[config.mk]
export PLATFORM = sky130hd
export DESIGN_NAME = tk1_rewind
export DESIGN_NICKNAME = d
export VERILOG_FILES = /design/src/rtl/tk1_perm_pkg.sv /design/src/rtl/hperm_inv.sv /design/src/rtl/tk1_rewind.sv
export SDC_FILE = /design/constraint.sdc
export NUM_CORES = 1
export LEC_CHECK = 0
export CELL_PAD_IN_SITES_DETAIL_PLACEMENT = 0
export CELL_PAD_IN_SITES_GLOBAL_PLACEMENT = 1
export CORE_MARGIN = 8
export CORE_UTILIZATION = 40
export CTS_CLUSTER_DIAMETER = 40
export DETAILED_ROUTE_END_ITERATION = 10
export PLACE_DENSITY = 0.78
export SKIP_CTS_REPAIR_TIMING = 1
export SYNTH_ARGS = -nofsm -noshare
export SYNTH_HDL_FRONTEND = slang
export SYNTH_SLANG_ARGS = --single-unit
[constraint.sdc]
create_clock -name clk -period 3 [get_ports clk]
set_input_delay 0.75 -clock clk [delete_from_list [all_inputs] [get_ports clk]]
set_output_delay 0.75 -clock clk [all_outputs]
set_load 0.03 [all_outputs]
[src/rtl/tk1_perm_pkg.sv]
// Shared constants for the TK1 H permutation and the rewind FSM state encoding.
package tk1_perm_pkg;

    localparam int unsigned CELL_W = 4;
    localparam int unsigned NCELLS = 16;
    localparam int unsigned TK_W   = CELL_W * NCELLS;

    // Forward H: out[i] = in[P_IDX[i]]; inverse H: out[i] = in[Q_IDX[i]].
    localparam int unsigned P_IDX [NCELLS] = '{9, 15, 8, 13, 10, 14, 12, 11, 0, 1, 2, 3, 4, 5, 6, 7};
    localparam int unsigned Q_IDX [NCELLS] = '{8, 9, 10, 11, 12, 13, 14, 15, 2, 0, 4, 7, 6, 3, 5, 1};

    typedef enum logic [1:0] {IDLE, RUN, DONE} state_e;

endpackage

[src/rtl/hperm_inv.sv]
// One combinational inverse-H step over the 16 nibble cells (cell 0 is the MSB nibble).
module hperm_inv
    import tk1_perm_pkg::*;
(
    input  logic [TK_W-1:0] din,
    output logic [TK_W-1:0] dout
);

    for (genvar i = 0; i < NCELLS; i++) begin : g_cell
        assign dout[TK_W-1-CELL_W*i -: CELL_W] = din[TK_W-1-CELL_W*Q_IDX[i] -: CELL_W];
    end

endmodule

[src/rtl/tk1_rewind.sv]
// Iterative TK1 rewind: undoes nsteps mod 16 forward-H steps, STEPS_PER_CYCLE per RUN cycle.
module tk1_rewind
    import tk1_perm_pkg::*;
#(
    parameter int unsigned STEPS_PER_CYCLE = 4,
    parameter int unsigned CNT_W           = 6
) (
    input  logic             clk,
    input  logic             rst,
    input  logic             in_valid,
    output logic             in_ready,
    input  logic [TK_W-1:0]  tk1_in,
    input  logic [CNT_W-1:0] nsteps,
    input  logic             ad,
    output logic             out_valid,
    input  logic             out_ready,
    output logic [TK_W-1:0]  tk1_out
);

    localparam int unsigned SEL_W = $clog2(STEPS_PER_CYCLE + 1);
    localparam logic [4:0]  SPC5  = 5'(STEPS_PER_CYCLE);

    state_e            state_q, state_d;
    logic [TK_W-1:0]   tk_q, tk_d;
    logic [TK_W-1:0]   out_q, out_d;
    logic [3:0]        rem_q, rem_d;
    logic [3:0]        r_in;
    logic [3:0]        rem_after;
    logic [SEL_W-1:0]  sel;
    logic [TK_W-1:0]   step_tk;
    logic [TK_W-1:0]   chain [STEPS_PER_CYCLE+1];
    logic              unused_nsteps_hi;

    // H has order 16, so only the low four bits of the count matter.
    assign r_in             = ad ? 4'd0 : nsteps[3:0];
    assign unused_nsteps_hi = ^nsteps[CNT_W-1:4];

    assign chain[0] = tk_q;
    for (genvar s = 0; s < STEPS_PER_CYCLE; s++) begin : g_stage
        hperm_inv u_stage (
            .din  (chain[s]),
            .dout (chain[s+1])
        );
    end

    always_comb begin
        if ({1'b0, rem_q} >= SPC5) begin
            sel = SEL_W'(STEPS_PER_CYCLE);
        end else begin
            sel = SEL_W'(rem_q);
        end
    end

    always_comb begin
        step_tk = chain[0];
        for (int unsigned j = 1; j <= STEPS_PER_CYCLE; j++) begin
            if (sel == SEL_W'(j)) begin
                step_tk = chain[j];
            end
        end
    end

    assign rem_after = rem_q - 4'(sel);

    always_comb begin
        state_d = state_q;
        tk_d    = tk_q;
        rem_d   = rem_q;
        out_d   = out_q;
        unique case (state_q)
            IDLE: begin
                if (in_valid) begin
                    tk_d  = tk1_in;
                    rem_d = r_in;
                    if (r_in == 4'd0) begin
                        state_d = DONE;
                        out_d   = tk1_in;
                    end else begin
                        state_d = RUN;
                    end
                end
            end
            RUN: begin
                tk_d  = step_tk;
                rem_d = rem_after;
                if (rem_after == 4'd0) begin
                    state_d = DONE;
                    out_d   = step_tk;
                end
            end
            DONE: begin
                if (out_ready) begin
                    state_d = IDLE;
                end
            end
            default: state_d = IDLE;
        endcase
    end

    always_ff @(posedge clk) begin
        if (rst) begin
            state_q <= IDLE;
            tk_q    <= '0;
            rem_q   <= '0;
            out_q   <= '0;
        end else begin
            state_q <= state_d;
            tk_q    <= tk_d;
            rem_q   <= rem_d;
            out_q   <= out_d;
        end
    end

    assign in_ready  = (state_q == IDLE);
    assign out_valid = (state_q == DONE);
    assign tk1_out   = out_q;

endmodule

======== Yosys cells after proc, flatten, opt, wreduce, memory -nomap -nowiden ========
Index checks and enable logic that the tools add are counted.
W data, S select, Z words.
word-level totals
  input port bits ......................... 75
  word-level logic and storage cells ...... 42
  register bits after elaboration ......... 134
  output and inout bits ................... 66
operators by class
  eq/ne operators ......................... 10
  add/sub/neg operators ................... 1
  order comparisons ....................... 1
  reductions and logical operators ........ 7
  mux-type cells .......................... 19
operators with widths
  cell                  number
  $mux W64              8
  $pmux W64 S2          2
  $logic_not A4 Y1      2
  $mux W2               4
  $mux W4               2
  $pmux W4 S2           1
  $eq A3 B2 Y1 const B  2
  $pmux W2 S3           1
  $ge A4 B3 Y1 const B  1
  $ne A2 B1 Y1 const B  2
  $ne A2 B2 Y1 const B  2
  $reduce_and A4 Y1     1
  $sub A4 B3 Y4         1
  $eq A3 B1 Y1 const B  1
  $eq A3 B3 Y1 const B  1
  $mux W3               1
  $reduce_and A3 Y1     1
  $eq A2 B1 Y1 const B  1
  $eq A2 B2 Y1 const B  1
  $logic_not A2 Y1      1
  $reduce_and A2 Y1     1
  $reduce_bool A2 Y1    1

======== Longest topological paths before layout ========
  depth after elaboration ................. 9
  mapped depth ............................ 10

======== Cells and area by module ========
A second synthesis with hierarchy kept.
second synthesis, totals
  cell total of the unflattened synthesis .. 1188
  area total of the unflattened synthesis .. 10359.9 um^2
modules (own cells, without submodules)
  module      area an instance (um^2)  cells an instance  instances
  tk1_rewind  8438.1                   932                1
  hperm_inv   480.5                    64                 4

======== Least setup slack after synthesis ========
Ideal clock, no wire load.
  kind .................................... flip-flop to flip-flop
  from .................................... reg rem_q[1]
  to ...................................... reg out_q[3], in the netlist tk1_out[3]
  required time ........................... 2867 ps
  period minus slack after synthesis ...... 2750 ps
  stages on the path, launching flop included .. 11
  arrival ................................. 2617 ps
  setup slack ............................. 250 ps
  cell sequence ........................... dfxtp_1 buf_6 buf_2 buf_2 o21ai_0 ha_1 or4b_4 a211oi_4 o41ai_4 buf_6 o2bb2ai_2
on the way
  word-level cells in the longest chain between the ends .. 9
ends and longest elaborated chain
  element                 line               text
  start, declared         tk1_rewind.sv:26   logic [3:0] rem_q, rem_d;
  start signal, assigned  tk1_rewind.sv:109  rem_q <= rem_d;
  $ge A4 B3 Y1            tk1_rewind.sv:47   if ({1'b0, rem_q} >= SPC5) begin
  $mux W3                 tk1_rewind.sv:47
  $eq A3 B1 Y1            tk1_rewind.sv:57   if (sel == SEL_W'(j)) begin
  $mux W64 (4 in series)  tk1_rewind.sv:57
  $mux W64                tk1_rewind.sv:86   if (rem_after == 4'd0) begin
  $pmux W64 S2            tk1_rewind.sv:70   unique case (state_q)
  end signal, assigned    tk1_rewind.sv:110  out_q <= out_d;
  end, declared           tk1_rewind.sv:25   logic [TK_W-1:0] out_q, out_d;
Several ways; a longest one is shown, not always the timed one. The select of a mux whose other input is x is not followed.
A chain may end at the register's enable or synchronous reset.

======== Worst setup path in the final report ========
  from .................................... reg rem_q[1]
  to ...................................... reg out_q[38], in the netlist tk1_out[38]
The elaborated chain is that of the path after synthesis.

==> flow_summary.yaml <==
clock_tree:
  clock_latency_ns: 0.42
  cts_tree: "yes"
  cts_buffers: 17
  cts-root-buf: "clkbuf_16"
  htree_levels: 4
  path_clk_slew_ns: 0.06
  cts_sinks: 134
  ctsLongestPathBuffers: 2
die:
  dieWidth_microns: 155
  die_area_sq_um: 24100
  initial_core_util_pct: 40.3
  ios: 141
  core-area_sq_um: 19300
  fp-row-count: 51
  dieHeight_microns: 155
sta:
  slew_headroom_pct: 50.7
  slew_viol_final: 0
  clock.fmax_mhz: 379
  fin_setup_tns_ns: 0
  period_needed_ns: 2.64
  fin_crit_sh_pct: 88.0
  hold_violations: 0
  final.setup_skew_ns: 0.00555
  rsz0062_at_grt: "no"
  tightest_slew_ns: 0.734
  finalSetupViolCount: 0
route:
  drc: 0
  dr.pass1.iters: 6
  drt_iter0_markers: 672
  ant_nets: 0
  dr_total_vias: 7053
  wl_mm: 24.8
  wl_per_cell_microns: 20.4
  vias_per_cell: 5.79
setup_path:
  crit_path_max_fanout: 34
  setup.worst_path.start: "rem_q[1]$_SDFFE_PP0P_"
  path_cells: "o21ai_0 > ha_1 > or4b_4 > a211oi_4 > o41ai_4 > buf_4 > o2bb2ai_2"
  crit_path_end_kind: "register"
  worstSetupStartpointType: "register"
  crit_type: "register to register"
  path_buf_inv: 1
  slowest_stage: "or4b_4"
  crit_required_ns: 3.29
  cp_slowest_stage_delay_ns: 0.51
  worstReg2RegStart: "rem_q[1]$_SDFFE_PP0P_"
  arrival_ns: 2.93
  critical_path.top_delay_family: "compound AO/OA/AOI/OAI gates"
power_and_ir_drop:
  p_leak_nw: 3.19
  peakVddDrop_uv: 419
  power_density_nw_per_um2: 592
synth:
  synth-adder-area-share_pct: 0.161
  synth_compound_gate_area_share_pct: 40.2
  synth_seq_cells: 134
  synth_area_per_cell_sq_um: 9.02
  synth_nets: 937
  yosysUniqueCellTypes: 40
  synth-simple-area-share_pct: 10.6
  yosys_warnings: 0
  synth_mux_area_share_pct: 8.25
  synth-seq-area-share_pct: 34.5
  synth_top_family_by_area: "compound AO/OA/AOI/OAI gates"
  syn_inst: 861
  synth_area_sq_um: 7770
  synth_xor_area_share_pct: 0
final_layout:
  multiInputGateArea_sq_um: 4620
  final_nets: 1022
  regArea_sq_um: 2690
  drive_gt1_share_pct: 12.7
  area_delta_synth_final_pct: 25.7
  nFillCells: 1884
  num_antenna_cells: 0
  fin_area_sq_um: 9760
place:
  port_buffers: 138
  dpl_cell_area_sq_um: 9250
  hpwl_mm: 18.2
  routabilityCongestion: 0.960
global_route:
  grt_pass1_wl_mm: 38.7
  grt_max_degree: 74
  grt_overflow: 0
  antenna_found_initial: 0
  gr-usage-all-layers_pct: 20.2
  grt_pass1_vias: 6846
run_status:
  outcome: "completed"
worst_hold_path:
  hold_path.class: "register to register"
  hp-start: "tk1_out[40]$_SDFFE_PP0P_"
run:
  drv_cap: 0
## flip-flops by register name, summed over array words and instances, names as in the netlist
register,count
tk_q,64
rem_q,4
state_q,2
tk1_out,64
## area by class of cell
cell class,instances,area share (%)
repair buffers,162,16.5
inverters,3,0.115
clock inverters,7,0.615
clock buffers,20,4.58
well taps,265,3.40
flip-flops and latches,134,27.5
multi-input cells,628,47.3
## cell usage after synthesis, drive strengths merged
| library cell | n | share of area (%) |
|---|---|---|
| clkbuf | 67 | 3.2 |
| nor4 | 2 | 0.24 |
| a21oi | 71 | 4.6 |
| o211ai | 64 | 6.2 |
| o21ba | 1 | 0.13 |
| o21ai | 131 | 8.4 |
| nand2 | 65 | 3.1 |
| nand2b | 70 | 5.6 |
| o221ai | 64 | 7.2 |
| dfxtp | 134 | 35 |
| a311oi | 1 | 0.11 |
| a31oi | 2 | 0.16 |
| o21a | 1 | 0.097 |
| a211oi | 2 | 0.35 |
| ha | 1 | 0.16 |
| or3b | 1 | 0.11 |
| buf | 29 | 2.8 |
| conb | 1 | 0.048 |
| or4 | 1 | 0.097 |
| nor2 | 10 | 0.48 |
| or2 | 1 | 0.081 |
| nor2b | 1 | 0.081 |
| o31ai | 1 | 0.27 |
| or3 | 2 | 0.16 |
| inv | 3 | 0.14 |
| nor3 | 1 | 0.064 |
| o2bb2ai | 64 | 12 |
| nor4b | 2 | 0.23 |
| or4b | 2 | 0.31 |
| mux2i | 64 | 8.2 |
| a2111oi | 1 | 0.13 |
| o41ai | 1 | 0.35 |
## routing by layer
layer,GRT usage (%),wire length (microns)
met5,0,0
met4,7.39,509
met3,4.85,1670
met2,30.4,11000
met1,27.6,11700
## worst paths after layout
kind | end | slack, ns | depth (start not counted)
min reg2reg | tk1_out[40]$_SDFFE_PP0P_ | 0.47 | 1
max reg2reg | tk1_out[38]$_SDFFE_PP0P_ | 0.36 | 7
max | tk1_out[38]$_SDFFE_PP0P_ | 0.36 | 7
min | tk1_out[40]$_SDFFE_PP0P_ | 0.47 | 1
## where the power goes
part           internal [mW]  switching, mW  total (mW)
Clock                   1.13          0.730        1.86
Sequential              1.97          0.205        2.18
Combinational          0.683           1.06        1.75
## cell usage in the layout, fill, tap and decap left out, types with 2 or more instances in the layout
cell type / instances
a21oi_1: 71
mux2i_1: 64
o21ai_0: 130
a31oi_1: 2
nand2b_1: 69
o211ai_1: 64
or3_1: 2
clkbuf_16: 17
buf_12: 4
clkinv_2: 6
clkdlybuf4s50_1: 137
o2bb2ai_1: 3
nand2_1: 65
dfxtp_1: 133
o2bb2ai_2: 61
clkbuf_1: 2
o221ai_1: 64
nor2_1: 9
buf_4: 20
inv_1: 3
nor4b_1: 2
## per-stage QoR
stage                     total power [mW]  utilization (%)  instances  worst slack (ns)  hold slack [ns]
after floorplan                       3.32                -        861             0.250            0.458
after global placement                3.94             48.0       1192             0.447            0.453
after detailed placement              3.94             48.0       1192             0.390            0.457
after CTS                             5.81             50.6       1219             0.379            0.472
after global routing                  6.05             50.6       1219             0.260            0.480
final                                 5.78             50.6       1219             0.361            0.469
## kinds of logic after synthesis
group / after synthesis
DFF: 134
AOI/OAI and AO/OA: 404
other: 1
buffers and inverters: 99
and+or+nand+nor: 158
muxes: 64
adders and majority gates: 1
Power figures use the tool's default switching activity.
